**src/rtl/bcd_countdown_timer_if.sv**
```systemverilog
// +------------------------------------------------------------------+
// | bcd_countdown_timer_if: command/status bundle of the mm:ss timer |
// | Rev 1.0                                                          |
// +------------------------------------------------------------------+
`default_nettype none

interface bcd_countdown_timer_if;
  logic        i_tick;
  logic        i_clear;
  logic        i_load;
  logic [15:0] i_load_value;
  logic        i_start;
  logic        i_pause;
  logic [15:0] o_digits;
  logic [1:0]  o_state;
  logic        o_transition;
  logic        o_done;
  logic        o_expired;

  modport master (
    output i_tick, i_clear, i_load, i_load_value, i_start, i_pause,
    input  o_digits, o_state, o_transition, o_done, o_expired
  );

  modport slave (
    input  i_tick, i_clear, i_load, i_load_value, i_start, i_pause,
    output o_digits, o_state, o_transition, o_done, o_expired
  );
endinterface

`default_nettype wire

```
**src/rtl/bcd_countdown_timer.sv**
```systemverilog
// +------------------------------------------------------------------+
// | bcd_countdown_timer: four-digit BCD mm:ss countdown with expiry  |
// | Rev 1.0                                                          |
// +------------------------------------------------------------------+
`default_nettype none

module bcd_countdown_timer #(
  parameter int TENS_MAX = 5,
  parameter int ONES_MAX = 9
) (
  input  wire logic           i_clk,
  input  wire logic           i_rst_n,
  bcd_countdown_timer_if.slave bus
);

  localparam logic [3:0] c_TENS_MAX = 4'(TENS_MAX);
  localparam logic [3:0] c_ONES_MAX = 4'(ONES_MAX);

  typedef enum logic [1:0] {
    ST_IDLE   = 2'd0,
    ST_RUN    = 2'd1,
    ST_PAUSED = 2'd2,
    ST_DONE   = 2'd3
  } state_t;

  state_t      r_state;
  logic [15:0] r_digits;
  logic        r_transition;
  logic        r_done;

  state_t      w_next_state;
  logic [15:0] w_next_digits;
  logic        w_next_transition;
  logic        w_next_done;

  logic [3:0]  w_so, w_st, w_mo, w_mt;
  logic        w_b0, w_b1, w_b2;
  logic [15:0] w_dec;

  function automatic logic [15:0] f_clamp(input logic [15:0] v);
    logic [15:0] r;
    r[15:12] = (v[15:12] > c_TENS_MAX) ? c_TENS_MAX : v[15:12];
    r[11:8]  = (v[11:8]  > c_ONES_MAX) ? c_ONES_MAX : v[11:8];
    r[7:4]   = (v[7:4]   > c_TENS_MAX) ? c_TENS_MAX : v[7:4];
    r[3:0]   = (v[3:0]   > c_ONES_MAX) ? c_ONES_MAX : v[3:0];
    return r;
  endfunction

  // Borrow chain: each digit steps only when every digit below it wrapped.
  always_comb begin
    w_so = r_digits[3:0];
    w_st = r_digits[7:4];
    w_mo = r_digits[11:8];
    w_mt = r_digits[15:12];
    w_b0 = (w_so == 4'd0);
    w_b1 = w_b0 && (w_st == 4'd0);
    w_b2 = w_b1 && (w_mo == 4'd0);
    w_dec[3:0]   = w_b0 ? c_ONES_MAX : w_so - 4'd1;
    w_dec[7:4]   = w_b0 ? (w_b1 ? c_TENS_MAX : w_st - 4'd1) : w_st;
    w_dec[11:8]  = w_b1 ? (w_b2 ? c_ONES_MAX : w_mo - 4'd1) : w_mo;
    w_dec[15:12] = w_b2 ? w_mt - 4'd1 : w_mt;
  end

  always_comb begin
    w_next_state      = r_state;
    w_next_digits     = r_digits;
    w_next_transition = 1'b0;
    w_next_done       = 1'b0;
    if (bus.i_clear) begin
      w_next_state  = ST_IDLE;
      w_next_digits = 16'h0000;
    end else if (bus.i_load && (r_state != ST_RUN)) begin
      w_next_digits = f_clamp(bus.i_load_value);
      if (r_state == ST_DONE) w_next_state = ST_IDLE;
    end else if (bus.i_pause && (r_state == ST_RUN)) begin
      w_next_state = ST_PAUSED;
    end else if (bus.i_start && ((r_state == ST_IDLE) || (r_state == ST_PAUSED))
                 && (r_digits != 16'h0000)) begin
      w_next_state = ST_RUN;
    end else if (bus.i_tick && (r_state == ST_RUN)) begin
      w_next_digits     = w_dec;
      w_next_transition = w_b1;
      if (w_dec == 16'h0000) begin
        w_next_state = ST_DONE;
        w_next_done  = 1'b1;
      end
    end
  end

  always_ff @(posedge i_clk or negedge i_rst_n) begin
    if (!i_rst_n) begin
      r_state      <= ST_IDLE;
      r_digits     <= 16'h0000;
      r_transition <= 1'b0;
      r_done       <= 1'b0;
    end else begin
      r_state      <= w_next_state;
      r_digits     <= w_next_digits;
      r_transition <= w_next_transition;
      r_done       <= w_next_done;
    end
  end

  assign bus.o_digits     = r_digits;
  assign bus.o_state      = r_state;
  assign bus.o_transition = r_transition;
  assign bus.o_done       = r_done;
  assign bus.o_expired    = (r_state == ST_DONE);

endmodule

`default_nettype wire

```
**src/flat_wrapper.sv**
```systemverilog
// flat-port wrapper written by rule: the top's interface ports become plain ports
module bcd_countdown_timer_flat 
#(
  parameter int TENS_MAX = 5,
  parameter int ONES_MAX = 9
)
  (i_clk, i_rst_n, bus_i_tick, bus_i_clear, bus_i_load, bus_i_load_value, bus_i_start, bus_i_pause, bus_o_digits, bus_o_state, bus_o_transition, bus_o_done, bus_o_expired);
  bcd_countdown_timer_if bus_i ();
  input  wire logic i_clk;
  input  wire logic i_rst_n;
  input wire logic [$bits(bus_i.i_tick)-1:0] bus_i_tick;
  input wire logic [$bits(bus_i.i_clear)-1:0] bus_i_clear;
  input wire logic [$bits(bus_i.i_load)-1:0] bus_i_load;
  input wire logic [$bits(bus_i.i_load_value)-1:0] bus_i_load_value;
  input wire logic [$bits(bus_i.i_start)-1:0] bus_i_start;
  input wire logic [$bits(bus_i.i_pause)-1:0] bus_i_pause;
  output wire logic [$bits(bus_i.o_digits)-1:0] bus_o_digits;
  output wire logic [$bits(bus_i.o_state)-1:0] bus_o_state;
  output wire logic [$bits(bus_i.o_transition)-1:0] bus_o_transition;
  output wire logic [$bits(bus_i.o_done)-1:0] bus_o_done;
  output wire logic [$bits(bus_i.o_expired)-1:0] bus_o_expired;
  assign bus_i.i_tick = bus_i_tick;
  assign bus_i.i_clear = bus_i_clear;
  assign bus_i.i_load = bus_i_load;
  assign bus_i.i_load_value = bus_i_load_value;
  assign bus_i.i_start = bus_i_start;
  assign bus_i.i_pause = bus_i_pause;
  assign bus_o_digits = bus_i.o_digits;
  assign bus_o_state = bus_i.o_state;
  assign bus_o_transition = bus_i.o_transition;
  assign bus_o_done = bus_i.o_done;
  assign bus_o_expired = bus_i.o_expired;
  bcd_countdown_timer #(.TENS_MAX(TENS_MAX), .ONES_MAX(ONES_MAX)) u_core (.i_clk(i_clk), .i_rst_n(i_rst_n), .bus(bus_i));
endmodule
```
**config.mk**
```make
export PLATFORM = sky130hd
export DESIGN_NAME = bcd_countdown_timer_flat
export DESIGN_NICKNAME = d
export VERILOG_FILES = /design/src/rtl/bcd_countdown_timer_if.sv /design/src/rtl/bcd_countdown_timer.sv /design/src/flat_wrapper.sv
export SDC_FILE = /design/constraint.sdc
export NUM_CORES = 1
export LEC_CHECK = 0
export BUFFER_PORTS_ARGS = -buffer_cell sky130_fd_sc_hd__clkbuf_2
export CAP_MARGIN = 15
export CORE_MARGIN = 2
export CORE_UTILIZATION = 50
export DETAILED_ROUTE_END_ITERATION = 10
export PLACE_DENSITY_LB_ADDON = 0.1
export SLEW_MARGIN = 20
export SYNTH_ARGS = -nofsm -noshare
export SYNTH_HDL_FRONTEND = slang
export SYNTH_SLANG_ARGS = --single-unit
```
**constraint.sdc**
```tcl
create_clock -name i_clk -period 3.5 [get_ports i_clk]
set_input_delay 0.175 -clock i_clk [delete_from_list [all_inputs] [get_ports i_clk]]
set_output_delay 0.175 -clock i_clk [all_outputs]
set_load 0.01 [all_outputs]
```
# Word level (Yosys, flattened, before mapping)
# Cells that the tools add are included.
dict set report word_totals {
  ff_bits 20
  word_cells 71
}
dict set report op_classes {
  reduce_logical 19
  n_addsub 4
  eq_ne 7
  n_mux 33
  n_lt_le_gt_ge 4
}
# op n
set ops {}
lappend ops {{$mux W16} 5}
lappend ops {{$mux W4} 10}
lappend ops {{$logic_not A16 Y1} 1}
lappend ops {{$reduce_bool A16 Y1} 1}
lappend ops {{$sub A4 B1 Y4 const B} 4}
lappend ops {{$mux W2} 7}
lappend ops {{$logic_not A4 Y1} 3}
lappend ops {{$mux W1} 11}
lappend ops {{$reduce_bool A5 Y1} 2}
lappend ops {{$gt A4 B3 Y1 const B} 2}
lappend ops {{$gt A4 B4 Y1 const B} 2}
lappend ops {{$logic_and A1 B1 Y1} 7}
lappend ops {{$ne A3 B2 Y1 const B} 2}
lappend ops {{$reduce_and A3 Y1} 2}
lappend ops {{$eq A2 B2 Y1 const B} 2}
lappend ops {{$ne A3 B3 Y1 const B} 1}
lappend ops {{$reduce_bool A3 Y1} 1}
lappend ops {{$eq A2 B1 Y1 const B} 1}
lappend ops {{$logic_not A2 Y1} 1}
lappend ops {{$ne A2 B1 Y1 const B} 1}
lappend ops {{$logic_or A1 B1 Y1} 1}

# Longest topological paths before layout
# Gate-level depths: netlist (run 1).
dict set report depth {
  word_depth 12
  ltp_mapped 8
  mapped_depth_nobuf 7
}

# Worst setup path before layout (run 1)
# Ideal clock, no wire load.
dict set report synth_path {
  path_type {flip-flop to flip-flop}
  startpoint {register u_core.r_digits[0], in the netlist u_core.bus.o_digits[0]}
  endpoint {register u_core.r_state[1], in the netlist u_core.bus.o_state[1]}
  synth_period_minus_slack_ns 2.156
  stages_incl_launch_ff 8
  arrival_time_ns 2.017
  path_slack_ns 1.344
  t_required_ns 3.361
  cell_sequence {dfrtp_1 inv_1 ha_1 or3b_4 nor3_4 mux2_1 o2111ai_1 a31oi_1}
}
dict set report synth_between {
  elab_chain_len 8
}
# element line
set synth_lines {}
lappend synth_lines {{from (decl)} bcd_countdown_timer.sv:27} ;# logic [15:0] r_digits;
lappend synth_lines {{from (signal assigned)} bcd_countdown_timer.sv:98} ;# r_digits <= w_next_digits;
lappend synth_lines {{parallel branches: the longest is 8 deep, another holds $sub A4 B1 Y4} -}
lappend synth_lines {{to (signal assigned)} bcd_countdown_timer.sv:97} ;# r_state <= w_next_state;
lappend synth_lines {{to (decl)} bcd_countdown_timer.sv:26} ;# state_t r_state;
# Several ways; the timed one is not identified.
# A chain may end at the register's enable or synchronous reset.

# Worst setup path in the final report (run 1)
dict set report layout_path {
  startpoint {register u_core.r_digits[0], in the netlist u_core.bus.o_digits[0]}
  endpoint {register u_core.r_digits[15], in the netlist u_core.bus.o_digits[15]}
}
dict set report layout_between {
  elab_chain_len 9
}
# element line
set layout_lines {}
lappend layout_lines {{$logic_not A4 Y1} bcd_countdown_timer.sv:55} ;# w_b0 = (w_so == 4'd0);
lappend layout_lines {{$logic_and A1 B1 Y1} bcd_countdown_timer.sv:56} ;# w_b1 = w_b0 && (w_st == 4'd0);
lappend layout_lines {{$logic_and A1 B1 Y1} bcd_countdown_timer.sv:57} ;# w_b2 = w_b1 && (w_mo == 4'd0);
lappend layout_lines {{$mux W4} bcd_countdown_timer.sv:61} ;# w_dec[15:12] = w_b2 ? w_mt - 4'd1 : w_mt;
lappend layout_lines {{$mux W16} bcd_countdown_timer.sv:80} ;# end else if (bus.i_tick && (r_state == ST_RUN)) begin
lappend layout_lines {{$mux W16} bcd_countdown_timer.sv:77} ;# end else if (bus.i_start && ((r_state == ST_IDLE) || (r_state == ST_PAUSED))
lappend layout_lines {{$mux W16} bcd_countdown_timer.sv:75} ;# end else if (bus.i_pause && (r_state == ST_RUN)) begin
lappend layout_lines {{$mux W16} bcd_countdown_timer.sv:72} ;# end else if (bus.i_load && (r_state != ST_RUN)) begin
lappend layout_lines {{$mux W16} bcd_countdown_timer.sv:69} ;# if (bus.i_clear) begin
# Parallel ways exist; a longest one is shown, timed or not. The select of a mux whose other input is x is not followed.

==> out/metrics.cfg, run 1 <==
[worst_setup_path]
endpoint_kind = flop
ff2ff_setup_slack_ps = 1020
r2r-start = u_core.bus.o_digits[0]
critPathArrivalTime_ps = 2660
criticalPathCategory = reg -> reg
cp.required_ps = 3680
startpoint_type = flop
critPathMaxFanout = 14
rr_endpoint = u_core.bus.o_digits[15]
r2r_cells = 7

[pwr]
leakage_uw = 0.000809
total_power_uw = 686
switching_share_pct = 40.6
power_density_nw_per_um2 = 374
pwr-share-clk_pct = 16.8
p_int_uw = 408
p_sw_uw = 278
p_comb_share_pct = 41.7
p_seq_share_pct = 41.5
ir_drop_mv = 0.160

[global_route]
antenna_found_initial = 0
met2_usage_pct = 46.3
grt_start_max_net_pins = 23
grt_pass1_vias = 1616
met3_usage_pct = 2.60
grt_pass1_wl_mm = 7.07
gr-usage-met1_pct = 32.4
overflow = 0
grt_busiest_layer = met2
grt_usage_pct = 25.8

[cells_and_area]
design_area_um2 = 1830
layout_commonest_cell = clkbuf_2
ff_latch_area_um2 = 500
num_antenna_cells = 0
layout_common_cells = clkbuf_2, nor2_1, dfrtp_1, inv_1, o21ai_0
area_growth_pct = 16.9
drive_gt1_share_pct = 24.8
layout.nets = 259
multiInputGateArea_um2 = 982
fill_cells = 288

[synth]
synth.cell_area_um2 = 1570
synth_edf_count = 0
yosysSeqAreaShare_pct = 31.9
ys_top_cells_by_area = dfrtp_1, ha_1, nor2_1
ys_types = 49
synth_ff_type = dfrtp_1
yosys.area.top_type = dfrtp_1
yosysWarningCount = 0
synth_area_per_cell_um2 = 8.39
syn_inst = 187
ys_ff_latch = 20
async_flop_share_pct = 100
yosysTopAreaCellShare_pct = 31.9
synth_fp_nets = 218

[floorplan]
core_um2 = 3030
boundaryPins = 44
die_width_um = 60.0
die_h_um = 60.0
start_util_pct = 51.8
fp-row-count = 20
die_area_um2 = 3600

[detailed_routing]
drt_iter0_markers = 108
firstDrtPassIters = 4
via_per_inst = 5.93
wirelength_mm = 4.21
wl_per_cell_um = 15.6
vias = 1601
drcViolationCount = 0
antenna_left = 0

[sta]
hold_viol = 0
fmax_mhz = 403
tns_ps = 0
maxSlewHeadroom_pct = 41.3
worst_pin_slew_ps = 877
period_minus_slack_ps = 2480
setup_viol = 0
slew_violations = 0
finalClockSkew_ps = 5.43
rsz0062_at_grt = false
timing.final.crit_share_pct = 70.9

[clocking]
cts_tree = done
postCtsHoldBufs = 1
cts_setup_buffers = 0
clk_latency_ps = 310
clock_tree.htree_level_count = 1
cts_max_path_buffers = 2
cts-buffers-inserted = 3
cts.sinks = 20
ctsResizeCount = 0
path_clk_slew_ps = 120
cts_root_buf = clkbuf_4

[place]
portBuffers = 43
post_dp_cell_area_um2 = 1800
dp_hpwl_mm = 3.12
gp_congestion = 0.897

[hold_path]
min_to = u_core.bus.o_transition
hp-class = in -> reg
hp-start = bus_i_tick
holdPathStages = 3

[status]
status = finished, final reports clean

[run]
maxCapViolCount = 0

## routing by layer
| layer | share of wire (%) | up-vias |
|---|---|---|
| met2 | 49 | 54 |
| met5 | 0 | - |
| met4 | 1.1 | 0 |
| met1 | 45 | 759 |
| met3 | 5.0 | 5 |
| li1 | - | 783 |
## metrics by stage
step	utilization, %	hold WS [ps]	cells	worst slack (ps)
4_1_cts	60.6	89.6	270	1080
6_report	60.6	97.1	270	1020
2_1_floorplan	-	-121	187	1340
3_3_place_gp	59.5	174	266	1210
3_5_place_dp	59.5	179	266	1110
5_1_grt	60.6	93.1	270	767
## cell families after synthesis
| group | after synthesis | synth area share, % |
|---|---|---|
| xor+xnor | 3 | 1.67 |
| buf+inv | 21 | 5.50 |
| flops | 20 | 31.9 |
| fa+ha+maj | 8 | 6.38 |
| simple gates | 75 | 26.9 |
| compound gates | 57 | 25.6 |
| mux | 3 | 2.07 |
## registers in the layout, summed over array words and instances (netlist names)
register                 count
u_core.bus.o_digits         16
u_core.bus.o_done            1
u_core.bus.o_state           2
u_core.bus.o_transition      1
## synth_stat cells (4+ instances only)
library cell	n
a211oi_1	6
a21oi_1	7
a311oi_1	5
clkbuf_1	4
dfrtp_1	20
ha_1	8
inv_1	13
nand2_1	10
nand2b_1	4
nand3_1	6
nand4_1	5
nor2_1	21
nor3_1	11
o21a_1	4
o21ai_0	12
## worst max-delay path: stages (launching register included)
cell,delay (ps)
dfrtp_1,480
inv_1,120
ha_1,200
nor3b_2,730
nand4_1,260
nor4_1,330
xnor2_1,160
nor3_1,60
## power groups by stage
stage	Combinational, µW	Clock [µW]	Sequential (µW)
4_1_cts	284	120	284
6_report	286	115	285
5_1_grt	318	126	289
2_1_floorplan	194	0	289
3_5_place_dp	281	0	288
3_3_place_gp	274	0	286
## final cells by class
cell class	count	share of cell area [%]
Sequential cell	20	27.3
Timing Repair Buffer	44	12.3
Inverter	13	2.66
Multi-Input combinational cell	146	53.5
Tap cell	44	3.00
Clock buffer	3	1.23
## how the worst max path moves through the flow
stage | from | to | slack (ps) | cells after the start
final | u_core.bus.o_digits[0] | u_core.bus.o_digits[15] | 1020 | 7
after CTS | u_core.bus.o_digits[0] | u_core.bus.o_digits[15] | 1080 | 7
after detailed placement | u_core.bus.o_digits[0] | u_core.bus.o_digits[15] | 1110 | 7
after floorplan | u_core.bus.o_digits[0] | u_core.bus.o_state[1] | 1340 | 7
after global placement | u_core.bus.o_digits[8] | u_core.bus.o_state[1] | 1210 | 7
after global routing | u_core.bus.o_digits[0] | u_core.bus.o_digits[15] | 770 | 7
No activity file was read; power rests on OpenSTA's default activity.
==> run 2, diff against run 1 <==
Clock period 3.5 ns to 2.4 ns, I/O delays scaled along.
==> run 2 against run 1 <==
Die area did not move. First-iteration DRC count is 41% higher. Core utilization rose by 1.2 points. Wire length is 1.2% lower. Combinational power grew 51%. Global-route usage decreased by 0.055 points. Non-clock buffer count is 5 higher. Register-to-register slack got worse by 840 ps. Sequential cell count stayed put. Fmax up 12%. Largest cell class unchanged. Largest power group unchanged. Highest routed layer unchanged.
==> out/metrics.cfg, run 2 (synthesized netlist as in run 1, its figures left out) <==
[status]
status = finished, final reports clean

[global_route]
antenna_found_initial = 0  ; unchanged
overflow = 0  ; unchanged
grt_start_max_net_pins = 23  ; unchanged
grt_usage_pct = 25.8  ; -0.055 points
grt_pass1_wl_mm = 7.04  ; -0.38%
grt_pass1_vias = 1546  ; -4.3%

[clocking]
cts_setup_buffers = 0  ; unchanged
postCtsHoldBufs = 1  ; unchanged
cts.sinks = 20  ; unchanged
cts_tree = done
clk_latency_ps = 300  ; about the same
cts-buffers-inserted = 3  ; unchanged
cts_root_buf = clkbuf_4
path_clk_slew_ps = 120  ; about the same
cts_max_path_buffers = 2  ; unchanged
ctsResizeCount = 0  ; unchanged
clock_tree.htree_level_count = 1  ; unchanged

[detailed_routing]
via_per_inst = 5.96  ; +0.51%
drt_iter0_markers = 152  ; +41%
wl_per_cell_um = 15.1  ; -3.0%
vias = 1639  ; +2.4%
wirelength_mm = 4.16  ; -1.2%
drcViolationCount = 0  ; unchanged
firstDrtPassIters = 6  ; +2
antenna_left = 0  ; unchanged

[cells_and_area]
fin_cells = 275  ; +1.9%
design_area_um2 = 1870  ; +2.0%
area_growth_pct = 19.3
largest_register_ffs = 16  ; unchanged
drive_gt1_share_pct = 26.4  ; +1.6 points
layout.nets = 264  ; +1.9%
fill_cells = 271  ; -5.9%
layout_common_cells = clkbuf_2, nor2_1, dfrtp_1, inv_1, o21ai_0
layout_commonest_cell = clkbuf_2
num_antenna_cells = 0  ; unchanged

[floorplan]
core_um2 = 3030  ; unchanged
boundaryPins = 44  ; unchanged
die_area_um2 = 3600  ; unchanged
die_h_um = 60.0  ; unchanged
start_util_pct = 51.8  ; unchanged
fp-row-count = 20  ; unchanged
die_width_um = 60.0  ; unchanged

[worst_setup_path]
path_buf_inv = 1  ; unchanged
cpPeakStageDelay_ps = 460  ; -270 ps
rr_endpoint = u_core.bus.o_state[1]
critPathArrivalTime_ps = 2390  ; -270 ps
endpoint = u_core.bus.o_state[1]
ff2ff_setup_slack_ps = 180  ; -840 ps
r2r-start = u_core.bus.o_digits[0]
startpoint_type = flop
cp.required_ps = 2580  ; -1100 ps
worstPathCellList = inv_1 -> ha_1 -> or3b_4 -> nor3_4 -> mux2_1 -> o2111ai_1 -> a31oi_1
cp-startpoint = u_core.bus.o_digits[0]
critPathMaxFanout = 7  ; -7
r2r_cells = 7  ; unchanged
critical_path_depth = 7  ; unchanged
slowest_stage = dfrtp_1
path_delay_family = simple AND/OR/NAND/NOR gates
criticalPathCategory = reg -> reg
endpoint_kind = flop

[hold_path]
hp-class = in -> reg

[place]
post_dp_cell_area_um2 = 1840  ; +2.1%
dp_cells = 271  ; +1.9%
gp_congestion = 0.910  ; +1.4%
dp_hpwl_mm = 3.20  ; +2.5%
portBuffers = 43  ; unchanged

[pwr]
power_density_nw_per_um2 = 542  ; +45%
ir_drop_mv = 0.254  ; +59%
total_power_uw = 1010  ; +48%
leakage_uw = 0.000834  ; +3.1%

[sta]
fmax_mhz = 451  ; +12%
timing.final.crit_share_pct = 92.3  ; +21 points
setup_viol = 0  ; unchanged
period_minus_slack_ps = 2220  ; -265 ps
hold_viol = 0  ; unchanged
rsz0062_at_grt = false
maxSlewHeadroom_pct = 63.6  ; +22 points
worst_pin_slew_ps = 546  ; -331 ps
tns_ps = 0  ; unchanged
finalClockSkew_ps = 3.44  ; -1.99 ps
slew_violations = 0  ; unchanged

[run]
maxCapViolCount = 0  ; unchanged

run 2: cell count changes in the layout (fill, tap and decap cells not counted):
cell   delta
buf_4     +5
run 2: worst reg2reg max path, delay by kind of cell, from the launching register on:
kind / cells / cell delay (ps)
AND/OR/NAND/NOR: 2 / 640
flip-flops: 1 / 460
AO/OA/AOI/OAI: 2 / 360
multiplexers: 1 / 330
adder cells (fa/ha/maj): 1 / 180
buffers and inverters: 1 / 110
run 2: layout make-up:
cell class / count / area [µm²] / area share, %
Tap cell: 44 / 55.1 / 2.94
Inverter: 13 / 48.8 / 2.61
Timing Repair Buffer: 49 / 263 / 14.0
Sequential cell: 20 / 500 / 26.7
Multi-Input combinational cell: 146 / 982 / 52.5
Clock buffer: 3 / 22.5 / 1.20
run 2: worst min-delay path by stage:
stage	slack, ps	cells after the start	from	end
2_1_floorplan	-180	0	i_rst_n	u_core.bus.o_digits[0]
6_report	40	3	bus_i_tick	u_core.bus.o_transition
4_1_cts	40	3	bus_i_tick	u_core.bus.o_transition
5_1_grt	30	3	bus_i_tick	u_core.bus.o_transition
3_3_place_gp	120	1	i_rst_n	u_core.bus.o_digits[11]
3_5_place_dp	120	1	i_rst_n	u_core.bus.o_digits[10]
run 2: metal layers:
layer  wire, µm  GRT usage [%]  share of wire, %
met4         43           9.21               1.0
met5          0              0                 0
met3        250           4.11               6.0
met1       1840           34.3                44
met2       2030           42.1                49
run 2: per-stage QoR:
stage	util, %	setup WS (ps)	hold slack (ps)
floorplan	-	244	-176
global placement	60.7	251	118
finish	61.8	184	39.4
detailed placement	60.7	217	119
global route	61.8	1.16	26.6
CTS	61.8	194	36.3
run 2: power breakdown:
| part | total [µW] | leakage [µW] | switching [µW] | internal (µW) |
|---|---|---|---|---|
| sequential | 414 | 0.000268 | 48.2 | 366 |
| combinational | 433 | 0.000553 | 250 | 183 |
| clock | 167 | 0.0000138 | 109 | 58.6 |
